--- src/rtl/h264recon_fifo.sv ---
// h264recon_fifo: prediction FIFO with full/empty flow control feeding a two-stage residual add and clip pipeline
module h264recon_fifo #(
  parameter int LANES     = 4,
  parameter int BIT_DEPTH = 8,
  parameter int RES_W     = 10,
  parameter int DEPTH     = 64
) (
  input  logic                         CLK2,
  input  logic                         RSTN,
  input  logic                         NEWSLICE,
  input  logic                         STROBEI,
  input  logic [LANES*RES_W-1:0]       DATAI,
  input  logic                         BSTROBEI,
  input  logic                         BCHROMAI,
  input  logic [LANES*BIT_DEPTH-1:0]   BASEI,
  output logic                         BREADYO,
  output logic                         DREADYO,
  output logic                         STROBEO,
  output logic                         CSTROBEO,
  output logic [LANES*BIT_DEPTH-1:0]   DATAO,
  output logic [$clog2(DEPTH):0]       LEVELO,
  output logic                         OVFO,
  output logic                         UNFO
);
  localparam int AW = $clog2(DEPTH);
  localparam int PW = LANES*BIT_DEPTH;
  localparam logic signed [RES_W:0] PMAX = (RES_W+1)'((1 << BIT_DEPTH) - 1);
  logic [PW:0] mem [DEPTH];
  logic [AW-1:0] wp, rp;
  logic [PW:0] head;
  logic clr, push, pop, s1_v, s1_c;
  logic [LANES-1:0][RES_W:0] sum, s1_sum;
  logic [PW-1:0] clip;
  assign clr = !RSTN || NEWSLICE;
  assign BREADYO = LEVELO != (AW+1)'(DEPTH);
  assign DREADYO = LEVELO != '0;
  assign push = BSTROBEI && BREADYO;
  assign pop = STROBEI && DREADYO;
  assign head = mem[rp];
  // sum is wide enough that base + residual never wraps; the top bit is the sign
  genvar i;
  generate
    for (i = 0; i < LANES; i++) begin : g_lane
      assign sum[i] = (RES_W+1)'(head[i*BIT_DEPTH +: BIT_DEPTH])
                    + {DATAI[i*RES_W+RES_W-1], DATAI[i*RES_W +: RES_W]};
      assign clip[i*BIT_DEPTH +: BIT_DEPTH] = s1_sum[i][RES_W] ? '0 :
                                              ($signed(s1_sum[i]) > PMAX) ? {BIT_DEPTH{1'b1}} :
                                              s1_sum[i][BIT_DEPTH-1:0];
    end
  endgenerate
  always_ff @(posedge CLK2)
    if (push && !clr) mem[wp] <= {BCHROMAI, BASEI};
  always_ff @(posedge CLK2) begin
    if (clr) begin
      wp       <= '0;
      rp       <= '0;
      LEVELO   <= '0;
      OVFO     <= 1'b0;
      UNFO     <= 1'b0;
      s1_v     <= 1'b0;
      s1_c     <= 1'b0;
      s1_sum   <= '0;
      STROBEO  <= 1'b0;
      CSTROBEO <= 1'b0;
      DATAO    <= '0;
    end else begin
      wp       <= wp + AW'(push);
      rp       <= rp + AW'(pop);
      LEVELO   <= LEVELO + (AW+1)'(push) - (AW+1)'(pop);
      OVFO     <= OVFO | (BSTROBEI && !BREADYO);
      UNFO     <= UNFO | (STROBEI && !DREADYO);
      s1_v     <= pop;
      s1_c     <= head[PW];
      s1_sum   <= sum;
      STROBEO  <= s1_v && !s1_c;
      CSTROBEO <= s1_v && s1_c;
      DATAO    <= s1_v ? clip : DATAO;
    end
  end
endmodule

--- config.mk ---
export PLATFORM = sky130hd
export DESIGN_NAME = h264recon_fifo
export DESIGN_NICKNAME = d
export VERILOG_FILES = /design/src/rtl/h264recon_fifo.sv
export SDC_FILE = /design/constraint.sdc
export NUM_CORES = 2
export LEC_CHECK = 0
export CAP_MARGIN = 30
export CORE_UTILIZATION = 50
export DETAILED_ROUTE_END_ITERATION = 12
export PLACE_DENSITY = 0.71
export SETUP_SLACK_MARGIN = 0.15
export SLEW_MARGIN = 30
export SYNTH_ARGS = -nofsm -noshare
export SYNTH_HDL_FRONTEND = slang
export SYNTH_SLANG_ARGS = --single-unit
--- constraint.sdc ---
create_clock -name CLK2 -period 4.66 [get_ports CLK2]
set_input_delay 0.932 -clock CLK2 [delete_from_list [all_inputs] [get_ports CLK2]]
set_output_delay 0.932 -clock CLK2 [all_outputs]
set_load 0.02 [all_outputs]
==> flow_metrics.py <==
metrics = {
    "synth": {
        "synth-simple-area-share_pct": 2.400,
        "yosys_warnings": 0,
        "synth_area_leader_cell": "edfxtp_1",
        "ys_seq_area_share_pct": 76.22,
        "synth_compound_area_share_pct": 2.772,
        "synth-seq-cells": 2213,
        "synth_top_cell_area_share_pct": 73.87,
        "synth_adder_area_share_pct": 0.7723,
        "avgSynthCellArea_um2": 20.93,
        "synth.area.top_cells": "edfxtp_1, mux4_2, mux2i_1",
        "synth_top_family_by_area": "multiplexers",
        "synthMuxAreaShare_pct": 16.19,
        "synthesis.area_mm2": 0.08586,
        "syn-num-nets": 4231,
        "yosysUniqueCellTypes": 62,
        "async_flop_share_pct": 0,
        "synth_ff_type": "edfxtp_1",
        "synth-xor-area-share_pct": 0.1734,
        "synthCells": 4103,
        "synth_edf_count": 2112,
    },
    "cts": {
        "cts-root-buf": "clkbuf_16",
        "cts_tree": "yes",
        "numCtsBuffers": 205,
        "clock_latency_ns": 0.87,
        "cts.sinks": 2213,
        "ctsLongestPathBuffers": 3,
        "htreeDepth": 4,
        "clk_pin_slew_ns": 0.07,
    },
    "floorplan": {
        "start_util_pct": 50.49,
        "die_h_um": 416.4,
        "boundaryPins": 123,
        "core_area_mm2": 0.1700,
        "die_w_um": 416.4,
        "die_area_mm2": 0.1734,
        "placementRows": 151,
    },
    "sta": {
        "rsz0062_at_grt": "yes",
        "period_share_pct": 94.82,
        "finClkSkew_ns": 0.05147,
        "worst_slack_ns": 0.2412,
        "slew_violations": 0,
        "maxSlewHeadroom_pct": 37.52,
        "tightest_slew_ns": 0.9344,
        "max_freq_mhz": 226.3,
        "min_period_ns": 4.419,
        "setup_violations": 0,
        "setup_tns_ns": 0,
        "hold_viol_final": 0,
    },
    "finish": {
        "drive_above_1_share_pct": 27.04,
        "n_fill_cell": 11920,
        "syn2layout_area_growth_pct": 15.15,
        "layout.nets": 4675,
        "finalInstanceArea_mm2": 0.09887,
        "stdcell_count": 6940,
    },
    "worst_setup_path": {
        "crit_fanout": 16,
        "cp.arrival_ns": 5.15,
        "path_class": "flip-flop to flip-flop",
        "crit_path_end_kind": "flip-flop",
        "cp-start-kind": "flip-flop",
        "critPathRequiredTime_ns": 5.39,
    },
    "place": {
        "io_buffers": 122,
        "dp_hpwl_um": 132200,
        "place_congestion": 0.8678,
        "place_area_mm2": 0.09230,
        "post-place-ws_ns": -0.09261,
        "dp.cells": 6547,
    },
    "grt": {
        "grt_pass1_vias": 44150,
        "grt_max_degree": 65,
        "grt-ovfl-total": 0,
        "antenna_found_initial": 21,
        "grt_pass1_wl_um": 320700,
        "track_usage_pct": 26.19,
    },
    "detailed_routing": {
        "routed_wl_um": 225700,
        "drc_errors": 0,
        "ant_nets": 0,
        "wl_per_cell_um": 32.52,
        "vias": 44540,
        "routed_via_density": 6.418,
        "drt-initial-drc-count": 6361,
        "dr.pass1.iters": 6,
    },
    "power": {
        "max-vdd-ir-drop_mv": 0.4489,
        "p_total_mw": 42.61,
        "p_leak_nw": 30.76,
        "p_per_area_mw_per_mm2": 431.0,
    },
    "outcome": {
        "status": "finished, final reports clean",
    },
    "min_path": {
        "hold_class": "flip-flop to flip-flop",
    },
    "job": {
        "cap_violations": 0,
    },
}
synthesized netlist by cell type, drive strengths merged (5+ instances only):
library cell and number:
and2 16, fa 5, o21ai 67, inv 33, a221oi 6, or2 7
a21o 9, edfxtp 2112, xor2 5, nor3 29, o21a 19, buf 123
nand3 36, o22ai 47, ha 45, xnor2 12, a2111oi 9, clkbuf 97
nand3b 5, a211o 10, nand2b 12, mux2 16, nor2b 14, mux2i 210
a21oi 74, nand2 90, o211ai 5, dfxtp 101, mux4 516, a22oi 30
o221ai 26, nor2 237, a211oi 28, or3 5
placed cells by master, fill, tap and decap left out, types with 7 or more instances in the layout:
| cell type | synthesis | layout |
|---|---|---|
| buf_2 | 57 | 18 |
| dfxtp_1 | 101 | 94 |
| clkbuf_16 | 0 | 208 |
| nand2b_1 | 12 | 11 |
| a22oi_1 | 30 | 29 |
| o21a_1 | 19 | 19 |
| a211oi_1 | 28 | 28 |
| mux2i_1 | 210 | 209 |
| mux4_2 | 516 | 516 |
| a211o_1 | 10 | 10 |
| clkinv_1 | 1 | 49 |
| clkdlybuf4s50_1 | 0 | 89 |
| clkinv_2 | 0 | 35 |
| buf_4 | 33 | 284 |
| a21o_1 | 9 | 9 |
| inv_1 | 33 | 31 |
| o22ai_1 | 47 | 46 |
| nor2_4 | 0 | 64 |
| buf_12 | 0 | 59 |
| dfxtp_4 | 0 | 7 |
| ha_1 | 45 | 45 |
| edfxtp_1 | 2112 | 2112 |
| nor2_1 | 237 | 173 |
| nand3_1 | 36 | 33 |
| bufinv_16 | 0 | 7 |
| xnor2_1 | 12 | 12 |
| and2_1 | 16 | 16 |
| or2_2 | 7 | 7 |
| nand2_1 | 90 | 89 |
| nor2b_1 | 14 | 12 |
| o21ai_0 | 63 | 60 |
| nor3_1 | 29 | 28 |
| clkbuf_1 | 97 | 58 |
| mux2_2 | 16 | 16 |
| a21oi_1 | 74 | 72 |
| o221ai_1 | 26 | 25 |
cell families after synthesis:
family / Yosys count
buf+inv: 254
xor+xnor: 17
fa+ha+maj: 50
mux: 742
simple gates: 469
compound gates: 358
flops: 2213
final timing paths:
kind	start	cells past startpoint	slack [ns]	end
max	rp[0]$_SDFF_PP0_	13	0.24	s1_sum[30]$_SDFF_PP0_
min	s1_c$_SDFF_PP0_	1	0.41	STROBEO$_SDFF_PP0_
max reg2reg	rp[0]$_SDFF_PP0_	13	0.24	s1_sum[30]$_SDFF_PP0_
min reg2reg	s1_c$_SDFF_PP0_	1	0.41	STROBEO$_SDFF_PP0_
layout make-up:
| class | count | area (µm²) | area share (%) |
|---|---|---|---|
| Inverter | 34 | 127.6 | 0.1291 |
| Clock buffer | 268 | 5421 | 5.483 |
| Timing Repair Buffer | 457 | 4431 | 4.481 |
| Tap cell | 2218 | 2775 | 2.807 |
| Sequential cell | 2213 | 65470 | 66.22 |
| Multi-Input combinational cell | 1636 | 19770 | 20.00 |
| Clock inverter | 108 | 859.6 | 0.8694 |
| Antenna cell | 6 | 15.01 | 0.01519 |
per-stage QoR:
| stage | hold WS [ns] | util (%) |
|---|---|---|
| after global routing | 0.4097 | 58.14 |
| after global placement | 0.4005 | 54.25 |
| after floorplan | 0.3835 | - |
| after detailed placement | 0.3942 | 54.28 |
| final | 0.4064 | 58.15 |
| after CTS | 0.4037 | 58.03 |
where the power goes:
group / internal, mW / leakage (nW) / switching (mW) / total, mW
registers: 21.9 / 19.8 / 0.0810 / 21.9
clock network: 8.61 / 3.06 / 7.24 / 15.8
logic: 2.33 / 7.89 / 2.49 / 4.82
total: 32.8 / 30.8 / 9.81 / 42.6
flip-flops by register name, summed over array words and instances (netlist names):
| name | flops |
|---|---|
| CSTROBEO | 1 |
| LEVELO | 7 |
| wp | 6 |
| s1_v | 1 |
| UNFO | 1 |
| rp | 6 |
| OVFO | 1 |
| s1_c | 1 |
| s1_sum | 44 |
| STROBEO | 1 |
| mem | 2112 |
| DATAO | 32 |
critical path: stages, from the launching register on:
cell      delay, ns
dfxtp_4        0.40
buf_12         0.16
buf_12         0.19
buf_12         0.20
buf_4          0.26
mux4_2         0.51
mux4_2         0.53
o21ai_0        0.45
a21oi_1        0.28
ha_1           0.39
a21boi_0       0.16
o21a_1         0.24
o41a_1         0.36
mux2i_1        0.13
metal layers:
| metal | up-vias | part of all wire (%) | GRT usage, % | routed length (µm) |
|---|---|---|---|---|
| li1 | 17910 | - | - | - |
| met1 | 23370 | 37 | 35.54 | 83560 |
| met2 | 2756 | 48 | 41.88 | 108400 |
| met3 | 481 | 11 | 5.868 | 25470 |
| met4 | 26 | 3.6 | 9.500 | 8141 |
| met5 | - | 0.079 | 0 | 178 |
what timing repair did:
action                                  in CTS  in global routing
endpoints found under the setup margin      15                 13
resized for setup                            3                 27
cloned                                       0                  1
buffers inserted                             6                  4
hold buffers                                 0                  0
hold endpoints to repair                     0                  0
(Power assumes the default switching activity.)
